## src/rtl/ifu_fetch.sv

```systemverilog
// Instruction fetch unit: single-outstanding memory fetch feeding a small
// instruction buffer toward decode, with redirect flush and fault halt.
module ifu_fetch #(
  parameter logic [31:0] RESET_PC = 32'h8000_0000,
  parameter int unsigned DEPTH    = 2
) (
  input  logic        clk,
  input  logic        reset,
  output logic        mem_req_valid,
  input  logic        mem_req_ready,
  output logic [31:0] mem_req_addr,
  input  logic        mem_resp_valid,
  input  logic [31:0] mem_resp_data,
  input  logic        mem_resp_err,
  input  logic        redirect_valid,
  input  logic [31:0] redirect_pc,
  output logic        inst_valid,
  input  logic        inst_ready,
  output logic [31:0] inst,
  output logic [31:0] inst_pc,
  output logic        inst_err
);

  localparam int unsigned PTR_W = $clog2(DEPTH);
  localparam int unsigned CNT_W = PTR_W + 1;

  typedef enum logic [2:0] {
    IDLE  = 3'd0,
    REQ   = 3'd1,
    WAIT  = 3'd2,
    DRAIN = 3'd3,
    HALT  = 3'd4
  } state_t;

  typedef struct packed {
    logic [31:0] pc;
    logic [31:0] data;
    logic        err;
  } entry_t;

  state_t             state, state_n;
  logic [31:0]        fetch_pc, fetch_pc_n;
  logic [CNT_W-1:0]   count, cnt_after;
  logic [PTR_W-1:0]   wr_ptr, rd_ptr;
  entry_t             buf_q [DEPTH];
  entry_t             head;
  logic               hs, push, pop;

  // Handshake, buffer push/pop qualifiers; redirect overrides both
  always_comb begin
    hs        = (state == REQ) & mem_req_ready;
    push      = (state == WAIT) & mem_resp_valid & ~redirect_valid;
    pop       = (count != '0) & inst_ready & ~redirect_valid;
    cnt_after = CNT_W'(count + CNT_W'(push) - CNT_W'(pop));
  end

  // Next-state and next fetch address
  always_comb begin
    state_n    = state;
    fetch_pc_n = fetch_pc;
    case (state)
      IDLE:  if (count < CNT_W'(DEPTH)) state_n = REQ;
      REQ:   if (hs) state_n = WAIT;
      WAIT: begin
        if (mem_resp_valid) begin
          if (mem_resp_err) begin
            state_n = HALT;
          end else begin
            fetch_pc_n = fetch_pc + 32'd4;
            state_n    = (cnt_after < CNT_W'(DEPTH)) ? REQ : IDLE;
          end
        end
      end
      DRAIN: if (mem_resp_valid) state_n = REQ;
      HALT:  state_n = HALT;
      default: state_n = IDLE;
    endcase
    // A redirect wins; an in-flight request must still be drained
    if (redirect_valid) begin
      fetch_pc_n = redirect_pc & 32'hFFFF_FFFC;
      case (state)
        REQ:     state_n = hs ? DRAIN : REQ;
        WAIT:    state_n = mem_resp_valid ? REQ : DRAIN;
        DRAIN:   state_n = mem_resp_valid ? REQ : DRAIN;
        default: state_n = REQ;
      endcase
    end
  end

  // State and fetch address registers
  always_ff @(posedge clk) begin
    if (!reset) begin
      state    <= IDLE;
      fetch_pc <= RESET_PC;
    end else begin
      state    <= state_n;
      fetch_pc <= fetch_pc_n;
    end
  end

  // Buffer occupancy and pointers; redirect flushes
  always_ff @(posedge clk) begin
    if (!reset || redirect_valid) begin
      count  <= '0;
      wr_ptr <= '0;
      rd_ptr <= '0;
    end else begin
      count <= cnt_after;
      if (push) wr_ptr <= wr_ptr + PTR_W'(1);
      if (pop)  rd_ptr <= rd_ptr + PTR_W'(1);
    end
  end

  // Buffer storage; contents only meaningful while counted as occupied
  always_ff @(posedge clk) begin
    if (push) buf_q[wr_ptr] <= '{pc: fetch_pc, data: mem_resp_data, err: mem_resp_err};
  end

  assign head          = buf_q[rd_ptr];
  assign mem_req_valid = (state == REQ);
  assign mem_req_addr  = fetch_pc;
  assign inst_valid    = (count != '0);
  assign inst          = head.data;
  assign inst_pc       = head.pc;
  assign inst_err      = inst_valid & head.err;

endmodule

```

## config.mk

```make
export PLATFORM = sky130hd
export DESIGN_NAME = ifu_fetch
export DESIGN_NICKNAME = d
export VERILOG_FILES = /design/src/rtl/ifu_fetch.sv
export SDC_FILE = /design/constraint.sdc
export NUM_CORES = 1
export LEC_CHECK = 0
export ABC_AREA = 1
export BUFFER_PORTS_ARGS = -buffer_cell sky130_fd_sc_hd__buf_4
export CORE_MARGIN = 2
export CORE_UTILIZATION = 50
export CTS_BUF_LIST = sky130_fd_sc_hd__clkbuf_4 sky130_fd_sc_hd__clkbuf_8
export DETAILED_ROUTE_END_ITERATION = 16
export HOLD_SLACK_MARGIN = 0.08
export PLACE_DENSITY = 0.79
export SLEW_MARGIN = 20
export SYNTH_ARGS = -nofsm -noshare
export SYNTH_HDL_FRONTEND = slang
export SYNTH_SLANG_ARGS = --single-unit
export TNS_END_PERCENT = 20
```

## constraint.sdc

```tcl
create_clock -name clk -period 10.25 [get_ports clk]
set_clock_uncertainty 0.05 [all_clocks]
set_input_delay 0.5125 -clock clk [delete_from_list [all_inputs] [get_ports clk]]
set_output_delay 0.5125 -clock clk [all_outputs]
set_load 0.01 [all_outputs]
```

# Yosys cells after proc, flatten, opt, wreduce, memory -nomap -nowiden

Memories as Yosys holds them, arrays and structs flattened. A register that Yosys moved wholly into a read port is not among the register bits.
Cells that the tools add are included.

$add $sub $neg: 5
Order comparisons: 2
Equal/unequal tests: 9
Mux-type cells: 19
Bitwise logic cells: 9
Reductions and logical operators: 11

Operators with widths:

| cell                                                                    | number |
|---|---|
| 32-bit 2-to-1 mux                                                       | 4 |
| 32-bit by 3-bit adder with 32-bit output, second input constant         | 1 |
| 3-bit 2-to-1 mux                                                        | 6 |
| 3-bit one-hot mux with 5 select lines                                   | 1 |
| 3-bit inequality test, second input constant                            | 3 |
| 1-bit AND                                                               | 6 |
| 3-bit by 2-bit equality test with 1-bit output, second input constant   | 2 |
| 3-bit AND reduction                                                     | 2 |
| 2-bit nonzero test                                                      | 3 |
| 1-bit 2-to-1 mux                                                        | 5 |
| 2-bit less-than comparator, second input constant                       | 2 |
| 2-bit 2-to-1 mux                                                        | 2 |
| 2-bit one-hot mux with 2 select lines                                   | 1 |
| 4-bit AND reduction                                                     | 1 |
| 2-bit OR reduction                                                      | 2 |
| 3-bit by 1-bit equality test with 1-bit output, second input constant   | 1 |
| 3-bit equality test, second input constant                              | 1 |
| 3-bit logical NOT                                                       | 1 |
| 3-bit by 1-bit inequality test with 1-bit output, second input constant | 1 |
| 1-bit NOT                                                               | 3 |
| 1-bit adder, second input constant                                      | 2 |
| 2-bit by 1-bit adder with 2-bit output                                  | 1 |
| 2-bit by 1-bit inequality test with 1-bit output, second input constant | 1 |
| 2-bit by 1-bit subtractor with 2-bit output                             | 1 |
| other kinds (2)                                                         | 2 |

Register bits: 39
RAM bits: 130
Input bits: 71
Word-level logic and storage cells: 62
Memories kept: 1

Memory list:

| memory | depth | bits a word | read ports | clocked after memory_dff | write ports | line | RTL |
|---|---|---|---|---|---|---|---|
| buf_q  | 2     | 65          | 1          | 1                        | 1           | 45   | `entry_t buf_q [DEPTH];` |

# Depth between registers and ports, before layout

Gate-level depths: netlist of the first run.

Depth after elaboration: 11
Gate-level depth with buffers: 13

# Worst setup path before layout of the first run

OpenSTA, ideal clock, no wires.

Path type: in2reg
From: input mem_resp_valid
To: memory buf_q[0][0] (netlist name) (enable)
Setup time: 486 ps
Arrival: 3559 ps
Required time: 9714 ps
Path slack: 6156 ps
Stages on the path: 4
Path buffers: 0
Cell sequence: inv_1 nor2_8 nand2_1 nor2_1

Cells in the longest elaborated chain, start to end: 4

Ends and longest elaborated chain:

| item                                   | line | RTL |
|---|---|---|
| from (decl)                            | 12   | `input logic mem_resp_valid,` |
| 1-bit AND (2 in a row)                 | 52   | `push = (state == WAIT) & mem_resp_valid & ~redirect_valid;` |
| 1-bit 2-to-1 mux                       | 116  | `if (push) buf_q[wr_ptr] <= '{pc: fetch_pc, data: mem_resp_data, err: mem_resp_err};` |
| 1-bit 2-to-1 mux (not written as such) | 116  |  |
| to (decl)                              | 45   |  |

No other way between the ends.

==> metrics.txt, run 1 <==
Cell Area, Synth=0.00725 sq mm; Placed Area=0.00862 sq mm; async set or reset register ratio after synthesis=0; Initial DRC Count=390; CTS max path bufs=2; Final Max Slew Viols=0; ranking of synthesized cells by area=edfxtp_1, nand2_1, dfxtp_1, nor2_1, inv_1; Final nets=1006; CP arrival=2100 ps; status=finished clean; max cap viols=0; Post-synth EDFFs=126; port bufs=163; hpwl dp=10.9 mm; root buffer cell=clkbuf_8; layout cells sized above 1=0.245; core footprint=0.0144 sq mm; Required @ worst endpoint=9690 ps; Post-DRT Antenna Nets=0; DIE AREA=0.0155 sq mm; CP startpoint kind=flop; Worst Slack Setup Final=7580 ps; RSZ-0062 raised after global routing=false; r2r endpoint=state[0]$_SDFFE_PN0P_; Placer Congestion=0.955; most common library cells after synthesis=nand2_1, edfxtp_1, nor2_1; CTS tree=yes; worst hold slack=202 ps; cell taking the most area after synthesis=edfxtp_1; # IOs=170; Mean Syn Cell Area=9.40 sq um; Power Dens Cells=141 mW/mm^2; CTS Hold Bufs=0; area share of the largest cell type after synthesis=0.522; Yosys reg bits=164; worst-margin pin slew=1020 ps; Tcrit/Tclk final=0.260; Max IR drop VDD=0.0725 mV; Max Freq=375 MHz; critical path endpoint=inst_err; TritonCTS Buffers=17; initial antenna violation count=0; final hold viol count=0; WL/cell=14.3 um; CTS resizes=0; worst reg-to-reg setup slack=7900 ps; row count=44; worst slack, placed=7330 ps; cell leakage power=3.66 nW; Reg2Reg Depth=13; R2R Path Start=state[1]$_SDFFE_PN0P_; Yosys warnings=0; vias in the first global route=5128; chip height=124 um; Mapped Cells=771; crit end category=primary output; sequential cell area=0.00455 sq mm; H-tree depth=4; Initial Utilization=0.505; total negative slack=0 ps; Via-to-Cell Ratio=4.94; Yosys cell types=39; Finish-stage setup viols=0; Crit Path Category=reg2out; DR vias=5573; clk_lat worst skew=450 ps; Slew HR=0.319; die width=124 um; worst min-delay path class=in2reg; CP max FO=64; Post-Route WL=16.2 mm; dominant synthesized flop cell=edfxtp_1; Reg clk slew, reported paths=80 ps; total congestion overflow=0; largest net degree at the start of global routing=65; sequential share of the synthesized area=0.627; first-pass GRT wire length=25.8 mm; minimum clock period=2670 ps; Post-CTS Setup Inserts=0; Fill cells=1239; ANT cells=0; clk sink count=164; area of the multi-input gates=0.00240 sq mm; design area=0.00897 sq mm; DR pass1 iterations=5; synthesis-to-layout area growth=23.8%; most common cell in the netlist=nand2_1; # DRC=0; Total Routing Usage GR=0.212
-- area by class of cell --
cell class              count  share of cell area
clock buffers              18              0.0269
repair buffers            167               0.140
inverters                  49              0.0208
flip-flops and latches    164               0.506
multi-input cells         533               0.267
well taps                 184              0.0257
clock inverters            13              0.0131
-- power by group --
group	total, mW	switching, mW	internal [mW]
Clock	0.431	0.219	0.212
Combinational	0.0885	0.0457	0.0428
Sequential	0.743	0.0181	0.725
Total	1.26	0.283	0.980
-- flip-flops by register name (all words and copies together) (netlist names), named ones only --
name          flops
count             2
mem_req_addr     30
wr_ptr            1
state             3
rd_ptr            1
buf_q           126
-- per-layer routing --
metal,track usage,wire length (um)
met1,0.278,7140
met2,0.357,8010
met3,0.0430,865
met4,0.0674,157
met5,0,0
-- kinds of logic (layout without fill, tap and decap cells) --
group                      count (synthesis)  count (layout)  share of synthesized area
AOI/OAI and AO/OA                         62              62                     0.0485
DFF                                      164             164                      0.627
adders and majority gates                  3               3                    0.00518
other                                      1               4                   0.000517
buffers and inverters                     77             247                     0.0457
and+or+nand+nor                          453             453                      0.260
xor gates and xnor gates                  11              11                     0.0133
-- metrics by stage --
stage               instances  power, mW  utilization
finish                   1128       1.26        0.625
floorplan                 774      0.797            -
detailed placement       1097      0.847        0.600
global placement         1097      0.844        0.600
CTS                      1128       1.27        0.625
global route             1128       1.31        0.625
-- cell usage in the layout (no fill, tap or decap), types with 2 or more instances in the layout --
| master | netlist | final |
|---|---|---|
| a21oi_1 | 26 | 26 |
| a21oi_2 | 4 | 4 |
| a31oi_1 | 3 | 3 |
| buf_4 | 4 | 167 |
| bufinv_16 | 0 | 2 |
| clkbuf_8 | 0 | 17 |
| clkinv_1 | 0 | 4 |
| clkinv_2 | 0 | 4 |
| clkinvlp_4 | 0 | 3 |
| conb_1 | 1 | 4 |
| dfxtp_1 | 38 | 37 |
| edfxtp_1 | 126 | 126 |
| ha_1 | 3 | 3 |
| inv_1 | 41 | 41 |
| inv_2 | 7 | 7 |
| nand2_1 | 321 | 321 |
| nand2_2 | 3 | 3 |
| nand2_4 | 2 | 2 |
| nand3_1 | 23 | 23 |
| nand3_2 | 4 | 4 |
| nand3b_1 | 2 | 2 |
| nand4_1 | 2 | 2 |
| nor2_1 | 80 | 78 |
| nor2_2 | 5 | 5 |
| nor2_4 | 1 | 3 |
| nor2_8 | 2 | 2 |
| nor3_1 | 4 | 4 |
| o211ai_1 | 2 | 2 |
| o21ai_0 | 16 | 16 |
| o21ai_1 | 8 | 8 |
| xor2_1 | 10 | 10 |
-- worst min path at each step --
stage | startpoint | to | slack [ps] | cells after the start
floorplan | rd_ptr$_SDFFE_PP0P_ | flop | 400 | 2
global placement | rd_ptr$_SDFFE_PP0P_ | flop | 400 | 2
detailed placement | rd_ptr$_SDFFE_PP0P_ | flop | 410 | 2
CTS | mem_resp_data[16] | buf_q[0][17]$_DFFE_PP_ | 170 | 1
global route | mem_resp_data[18] | buf_q[0][19]$_DFFE_PP_ | 170 | 1
finish | mem_resp_data[7] | buf_q[1][8]$_DFFE_PP_ | 200 | 1
-- critical path: stages, from the launching register on --
cell and delay (ps):
dfxtp_2 310, buf_4 320, inv_2 100, buf_4 530
nand2_1 100, a21oi_1 160, buf_4 140
No activity file was read; power rests on OpenSTA's default activity.
==> run 2: changes to the inputs <==
--- a/config.mk
+++ b/config.mk
@@ -5,14 +5,14 @@
 export SDC_FILE = /design/constraint.sdc
 export NUM_CORES = 1
 export LEC_CHECK = 0
-export ABC_AREA = 1
+export ABC_AREA = 0
 export BUFFER_PORTS_ARGS = -buffer_cell sky130_fd_sc_hd__buf_4
 export CORE_MARGIN = 2
 export CORE_UTILIZATION = 50
 export CTS_BUF_LIST = sky130_fd_sc_hd__clkbuf_4 sky130_fd_sc_hd__clkbuf_8
 export DETAILED_ROUTE_END_ITERATION = 16
 export HOLD_SLACK_MARGIN = 0.08
-export PLACE_DENSITY = 0.79
+export PLACE_DENSITY = 0.8
 export SLEW_MARGIN = 20
 export SYNTH_ARGS = -nofsm -noshare
 export SYNTH_HDL_FRONTEND = slang
==> constraint.sdc (replaced) <==
create_clock -name clk -period 2.7 [get_ports clk]
set_clock_uncertainty 0.05 [all_clocks]
set_input_delay 0.135 -clock clk [delete_from_list [all_inputs] [get_ports clk]]
set_output_delay 0.135 -clock clk [all_outputs]
set_load 0.01 [all_outputs]
==> metrics.txt, run 2 <==
Largest register FFs=126 (unchanged); clk sink count=164 (unchanged); # IOs=170 (unchanged); Post-Route WL=15.6 mm (was 16.2 mm); max cap viols=0 (unchanged); crit end category=flop (was primary output); Total Routing Usage GR=0.223 (was 0.212); Mapped Cells=465 (was 771); design area=0.00957 sq mm (was 0.00897 sq mm); DR vias=4882 (was 5573); area share of the largest cell type after synthesis=0.566 (was 0.522); most frequent cells in the layout=buf_4, edfxtp_1, dlygate4sd3_1 (was nand2_1, buf_4, edfxtp_1); DIE AREA=0.0143 sq mm (was 0.0155 sq mm); crit-path cells=nand4_1 > buf_4 > or4_1 > nor2_1 > xor2_1 > o211a_1 > dlygate4sd3_1 (was buf_4 > inv_2 > buf_4 > nand2_1 > a21oi_1 > buf_4); root buffer cell=clkbuf_8 (unchanged); worst slack, placed=121 ps (was 7330 ps); minimum clock period=2560 ps; Max Freq=391 MHz; RSZ-0062 raised after global routing=false (unchanged); dominant synthesized flop cell=edfxtp_1 (unchanged); H-tree depth=4 (unchanged); Post-synth EDFFs=126 (unchanged); CP bufs+invs=2 (was 4); row count=42 (was 44); Cell Area, Synth=0.00669 sq mm (was 0.00725 sq mm); cell leakage power=3.59 nW (was 3.66 nW); port bufs=163 (unchanged); first-pass GRT wire length=24.6 mm (was 25.8 mm); Required @ worst endpoint=2990 ps (was 9690 ps); Power Dens Cells=539 mW/mm^2 (was 141 mW/mm^2); Top delay family on crit path=simple AND/OR/NAND/NOR gates (was buffers and inverters); Initial Utilization=0.509 (was 0.505); Worst Slack Setup Final=142 ps (was 7580 ps); final hold viol count=0 (unchanged); largest register by flop count=buf_q (unchanged); clk_lat worst skew=450 ps (about the same); Reg clk slew, reported paths=80 ps (about the same); WL/cell=16.9 um (was 14.3 um); most common library cells after synthesis=edfxtp_1, mux2_2, dfxtp_1 (was nand2_1, edfxtp_1, nor2_1); Crit Path Category=reg2reg (was reg2out); # DRC=0 (unchanged); CP arrival=2850 ps (was 2100 ps); die width=120 um (was 124 um); worst-margin pin slew=659 ps (was 1020 ps); Yosys reg bits=164 (unchanged); Post-DRT Antenna Nets=0 (unchanged); Worst path slowest cell=or4_1 (was buf_4); sequential share of the synthesized area=0.679 (was 0.627); Placed Area=0.00812 sq mm (was 0.00862 sq mm); layout cells sized above 1=0.369 (was 0.245); Final nets=804 (was 1006); CP startpoint kind=flop (unchanged); Final Max Slew Viols=0 (unchanged); TritonCTS Buffers=17 (unchanged); async set or reset register ratio after synthesis=0 (unchanged); Yosys warnings=0 (unchanged); total congestion overflow=0 (unchanged); status=finished clean (unchanged); Tcrit/Tclk final=0.948; synthesis-to-layout area growth=43.0% (was 23.8%); vias in the first global route=4940 (was 5128); post-layout util=0.728 (was 0.625); cell taking the most area after synthesis=edfxtp_1 (unchanged); placed cells=788 (was 1097); initial antenna violation count=0 (unchanged); ranking of synthesized cells by area=edfxtp_1, dfxtp_1, mux2_2, o21ai_0, xor2_1 (was edfxtp_1, nand2_1, dfxtp_1, nor2_1, inv_1); worst min-delay path class=in2reg (unchanged); fin cells=919 (was 1128); Yosys cell types=43 (was 39); most common cell after layout, fill and taps aside=buf_4 (was nand2_1); Finish-stage setup viols=0 (unchanged); CTS max path bufs=2 (unchanged); Initial DRC Count=373 (was 390); Placer Congestion=0.837 (was 0.955); hpwl dp=9.49 mm (was 10.9 mm); DR pass1 iterations=4 (was 5); most common cell in the netlist=edfxtp_1 (was nand2_1); CTS tree=yes (unchanged); ANT cells=0 (unchanged); Mean Syn Cell Area=14.4 sq um (was 9.40 sq um); Via-to-Cell Ratio=5.31 (was 4.94); Worst path max stage delay=610 ps (was 530 ps); CP max FO=8 (was 64); chip height=120 um (was 124 um); largest net degree at the start of global routing=60 (was 65); Max IR drop VDD=0.289 mV (was 0.0725 mV); core footprint=0.0131 sq mm (was 0.0144 sq mm); Slew HR=0.554 (was 0.319)
run 2: cell types whose count changed after synthesis, moves of 10 or more:
cell	previous run	this run
nand4_1	2	14
nand3_1	23	10
a21oi_1	26	16
nand2_1	321	17
mux2_2	0	62
o21ai_0	16	34
nor2_1	80	15
inv_1	41	10
run 2: layout make-up:
cell class | count | area [sq um]
fillers | 867 | 3570
repair buffers | 271 | 2300
multi-input cells | 266 | 2020
clock buffers | 19 | 249
clock inverters | 13 | 183
inverters | 10 | 37.5
well taps | 176 | 220
flip-flops and latches | 164 | 4550
run 2: path summary, 6_finish.rpt:
kind                                        end  slack, ps                          from  depth (start not counted)
setup / recovery  mem_req_addr[13]$_SDFFE_PN0P_        140  mem_req_addr[4]$_SDFFE_PN0P_                          7
hold / removal            buf_q[0][3]$_DFFE_PP_        370              mem_resp_data[2]                          2
setup reg to reg  mem_req_addr[13]$_SDFFE_PN0P_        140  mem_req_addr[4]$_SDFFE_PN0P_                          7
hold reg to reg          buf_q[1][40]$_DFFE_PP_        500  mem_req_addr[7]$_SDFFE_PN0P_                          0
run 2: cells by family (layout without fill, tap and decap cells):
family	count (synthesis)	after routing	synth area share
multiplexers	66	66	0.110
other	1	4	0.000561
flip-flops	164	164	0.679
buffers and inverters	38	313	0.0251
XOR/XNOR	24	24	0.0314
AND/OR/NAND/NOR	97	97	0.0851
AO/OA/AOI/OAI	72	72	0.0627
adder cells (fa/ha/maj)	3	3	0.00561
run 2: per-stage QoR:
| step | hold WS [ps] | setup TNS [ps] | power (mW) |
|---|---|---|---|
| 6_report | 367 | 0 | 5.15 |
| 3_3_place_gp | 270 | 0 | 3.18 |
| 5_1_grt | 344 | 0 | 5.32 |
| 3_5_place_dp | 274 | 0 | 3.19 |
| 2_1_floorplan | 184 | -9410 | 3.00 |
| 4_1_cts | 334 | 0 | 5.18 |
run 2: power breakdown:
group	switching, mW	total [mW]	internal, mW	leakage (nW)
sequential	0.0714	2.83	2.76	1.46
clock	0.863	1.89	1.03	0.214
combinational	0.169	0.434	0.265	1.92
total	1.10	5.15	4.05	3.59
run 2: repair_timing:
| action | in CTS | in global routing |
|---|---|---|
| gates resized for setup | 0 | 4 |
| setup endpoints to repair | 0 | 3 |
| setup buffers | 0 | 1 |
| hold buffers | 98 | 0 |
| hold endpoints to repair | 101 | 0 |
run 2: layer usage:
layer | wire (um) | part of all wire | vias to the layer above | global-route usage
li1 | - | - | 2282 | -
met1 | 6330 | 0.41 | 2379 | 0.274
met2 | 7960 | 0.51 | 196 | 0.384
met3 | 1030 | 0.066 | 25 | 0.0542
met4 | 238 | 0.015 | 0 | 0.0801
met5 | 0 | 0 | - | 0
==> run 3: changes to the inputs <==
--- a/config.mk
+++ b/config.mk
@@ -5,14 +5,14 @@
 export SDC_FILE = /design/constraint.sdc
 export NUM_CORES = 1
 export LEC_CHECK = 0
-export ABC_AREA = 0
+export ABC_AREA = 1
 export BUFFER_PORTS_ARGS = -buffer_cell sky130_fd_sc_hd__buf_4
 export CORE_MARGIN = 2
 export CORE_UTILIZATION = 50
 export CTS_BUF_LIST = sky130_fd_sc_hd__clkbuf_4 sky130_fd_sc_hd__clkbuf_8
 export DETAILED_ROUTE_END_ITERATION = 16
 export HOLD_SLACK_MARGIN = 0.08
-export PLACE_DENSITY = 0.8
+export PLACE_DENSITY = 0.79
 export SLEW_MARGIN = 20
 export SYNTH_ARGS = -nofsm -noshare
 export SYNTH_HDL_FRONTEND = slang
==> metrics.txt, run 3 (synthesis results as in run 1) <==
critical path endpoint=mem_req_addr[14]$_SDFFE_PN0P_ (was mem_req_addr[13]$_SDFFE_PN0P_); WL/cell=14.4 um (was 16.9 um); # IOs=170 (unchanged); max cap viols=0 (unchanged); Final Max Slew Viols=0 (unchanged); H-tree depth=4 (unchanged); Finish-stage setup viols=0 (unchanged); Slew HR=0.532 (was 0.554); row count=44 (was 42); Crit Path Category=reg2reg (unchanged); sequential cell area=0.00455 sq mm (about the same); worst hold slack=208 ps (was 367 ps); vias in the first global route=5726 (was 4940); crit-path cells=ha_1 > nand3_2 > inv_2 > nand2_1 > inv_2 > nand2_1 > o21ai_1 > nand2_1 > o21ai_1 > dlygate4sd3_1 > inv_1 (was nand4_1 > buf_4 > or4_1 > nor2_1 > xor2_1 > o211a_1 > dlygate4sd3_1); Largest register FFs=126 (unchanged); chip height=124 um (was 120 um); cell leakage power=4.03 nW (was 3.59 nW); Via-to-Cell Ratio=4.93 (was 5.31); area of the multi-input gates=0.00240 sq mm (was 0.00202 sq mm); final hold viol count=0 (unchanged); Crit path top cell by count=nand2_1; die width=124 um (was 120 um); CP bufs+invs=4 (was 2); core footprint=0.0144 sq mm (was 0.0131 sq mm); Max Freq=424 MHz (was 391 MHz); Clock power frac=0.362 (was 0.367); RSZ-0062 raised after global routing=false (unchanged); Power Dens Cells=517 mW/mm^2 (was 539 mW/mm^2); Tcrit/Tclk final=0.873 (was 0.948); Required @ worst endpoint=3000 ps (was 2990 ps); Comb pwr share=0.086 (was 0.084); Worst path slowest cell=dlygate4sd3_1 (was or4_1); Pint=3.99 mW (was 4.05 mW); total congestion overflow=0 (unchanged); Max IR drop VDD=0.257 mV (was 0.289 mV); root buffer cell=clkbuf_8 (unchanged); CTS tree=yes (unchanged); worst reg-to-reg setup slack=340 ps (was 140 ps); DR pass1 iterations=5 (was 4); CP max FO=7 (was 8); port bufs=163 (unchanged); worst slack, placed=423 ps (was 121 ps); Initial DRC Count=377 (was 373); minimum clock period=2360 ps (was 2560 ps); largest register by flop count=buf_q (unchanged); initial antenna violation count=0 (unchanged); Switching Share=0.219 (was 0.214); DIE AREA=0.0155 sq mm (was 0.0143 sq mm); # DRC=0 (unchanged); TritonCTS Buffers=17 (unchanged); Worst Slack Setup Final=342 ps (was 142 ps); most frequent cells in the layout=nand2_1, buf_4, edfxtp_1 (was buf_4, edfxtp_1, dlygate4sd3_1); CP arrival=2660 ps (was 2850 ps); CP startpoint kind=flop (unchanged); R2R Path Start=mem_req_addr[3]$_SDFFE_PN0P_ (was mem_req_addr[4]$_SDFFE_PN0P_); CTS max path bufs=2 (unchanged); clk_lat worst skew=450 ps (about the same); first-pass GRT wire length=28.1 mm (was 24.6 mm); Post-CTS Setup Inserts=0 (unchanged); worst min-delay path class=in2reg (unchanged); Reg clk slew, reported paths=80 ps (about the same); sequential share of power=0.552 (was 0.549); Initial Utilization=0.505 (was 0.509); Reg2Reg Depth=11 (was 7); Worst path max stage delay=550 ps (was 610 ps); worst-margin pin slew=703 ps (was 659 ps); most common cell after layout, fill and taps aside=nand2_1 (was buf_4); Placer Congestion=0.929 (was 0.837); Top delay family on crit path=buffers and inverters (was simple AND/OR/NAND/NOR gates); net load switching power=1.12 mW (was 1.10 mW); Post-Route WL=17.4 mm (was 15.6 mm); hold path depth=7 (was 2); hpwl dp=11.1 mm (was 9.49 mm); r2r endpoint=mem_req_addr[14]$_SDFFE_PN0P_ (was mem_req_addr[13]$_SDFFE_PN0P_); clk sink count=164 (unchanged); DR vias=5964 (was 4882); WP depth=11 (was 7); status=finished clean (unchanged); layout cells sized above 1=0.234 (was 0.369); ANT cells=0 (unchanged); Setup crit start=mem_req_addr[3]$_SDFFE_PN0P_ (was mem_req_addr[4]$_SDFFE_PN0P_); Fill cells=1092 (was 867); crit end category=flop (unchanged); synthesis-to-layout area growth=36.2% (was 43.0%); largest net degree at the start of global routing=64 (was 60); Post-DRT Antenna Nets=0 (unchanged); Final nets=1087 (was 804); Total Routing Usage GR=0.228 (was 0.223)
==> run 3: area by class of cell <==
cell class | count | area share
clock buffer | 23 | 0.0295
clock inverter | 9 | 0.0131
inverter | 49 | 0.0189
multi-input combinational | 533 | 0.243
sequential | 164 | 0.460
tap | 184 | 0.0233
timing repair buffer | 248 | 0.212
==> run 3: how the worst min path moves through the flow <==
stage                                  from                     end  slack, ps
final                        mem_resp_valid   state[0]$_SDFFE_PN0P_        210
after floorplan                mem_resp_err   buf_q[0][0]$_DFFE_PP_        180
after CTS                    mem_resp_valid   state[0]$_SDFFE_PN0P_        180
after detailed placement  mem_resp_data[15]  buf_q[0][16]$_DFFE_PP_        270
after global placement    mem_resp_data[26]  buf_q[0][27]$_DFFE_PP_        270
after global routing         mem_resp_valid   state[2]$_SDFFE_PN0P_        260
==> run 3: tightest hold or removal path, cell delays in order <==
cell     delay, ps
buf_4           90
nor3_1          40
inv_1           80
nand4_1         90
a21oi_1        120
nor2_1          50
nor2_1          60
==> run 3: repair_timing <==
action,4_1_cts,5_1_grt
endpoints found under the hold margin,101,0
gates resized for setup,0,0
hold buffers,76,0
==> run 3: through the flow <==
step	area, sq um	power (mW)	utilization	std cells	TNS [ps]
global route	9870	5.29	0.687	1210	0
detailed placement	8690	3.22	0.605	1102	0
global placement	8690	3.21	0.605	1102	0
CTS	9870	5.13	0.687	1210	0
finish	9870	5.11	0.687	1210	0
floorplan	7270	3.03	-	774	-37060
==> run 3: layer usage <==
layer | wire [um] | global-route usage
met1 | 7420 | 0.288
met2 | 8630 | 0.390
met3 | 993 | 0.0447
met4 | 354 | 0.0886
met5 | 0 | 0
==> run 3: power groups by stage <==
stage          Combinational, mW  Sequential [mW]  Clock [mW]
2_1_floorplan              0.158             2.87           0
3_3_place_gp               0.337             2.88           0
3_5_place_dp               0.343             2.88           0
4_1_cts                    0.434             2.82        1.88
5_1_grt                    0.478             2.83        1.98
6_report                   0.438             2.82        1.85
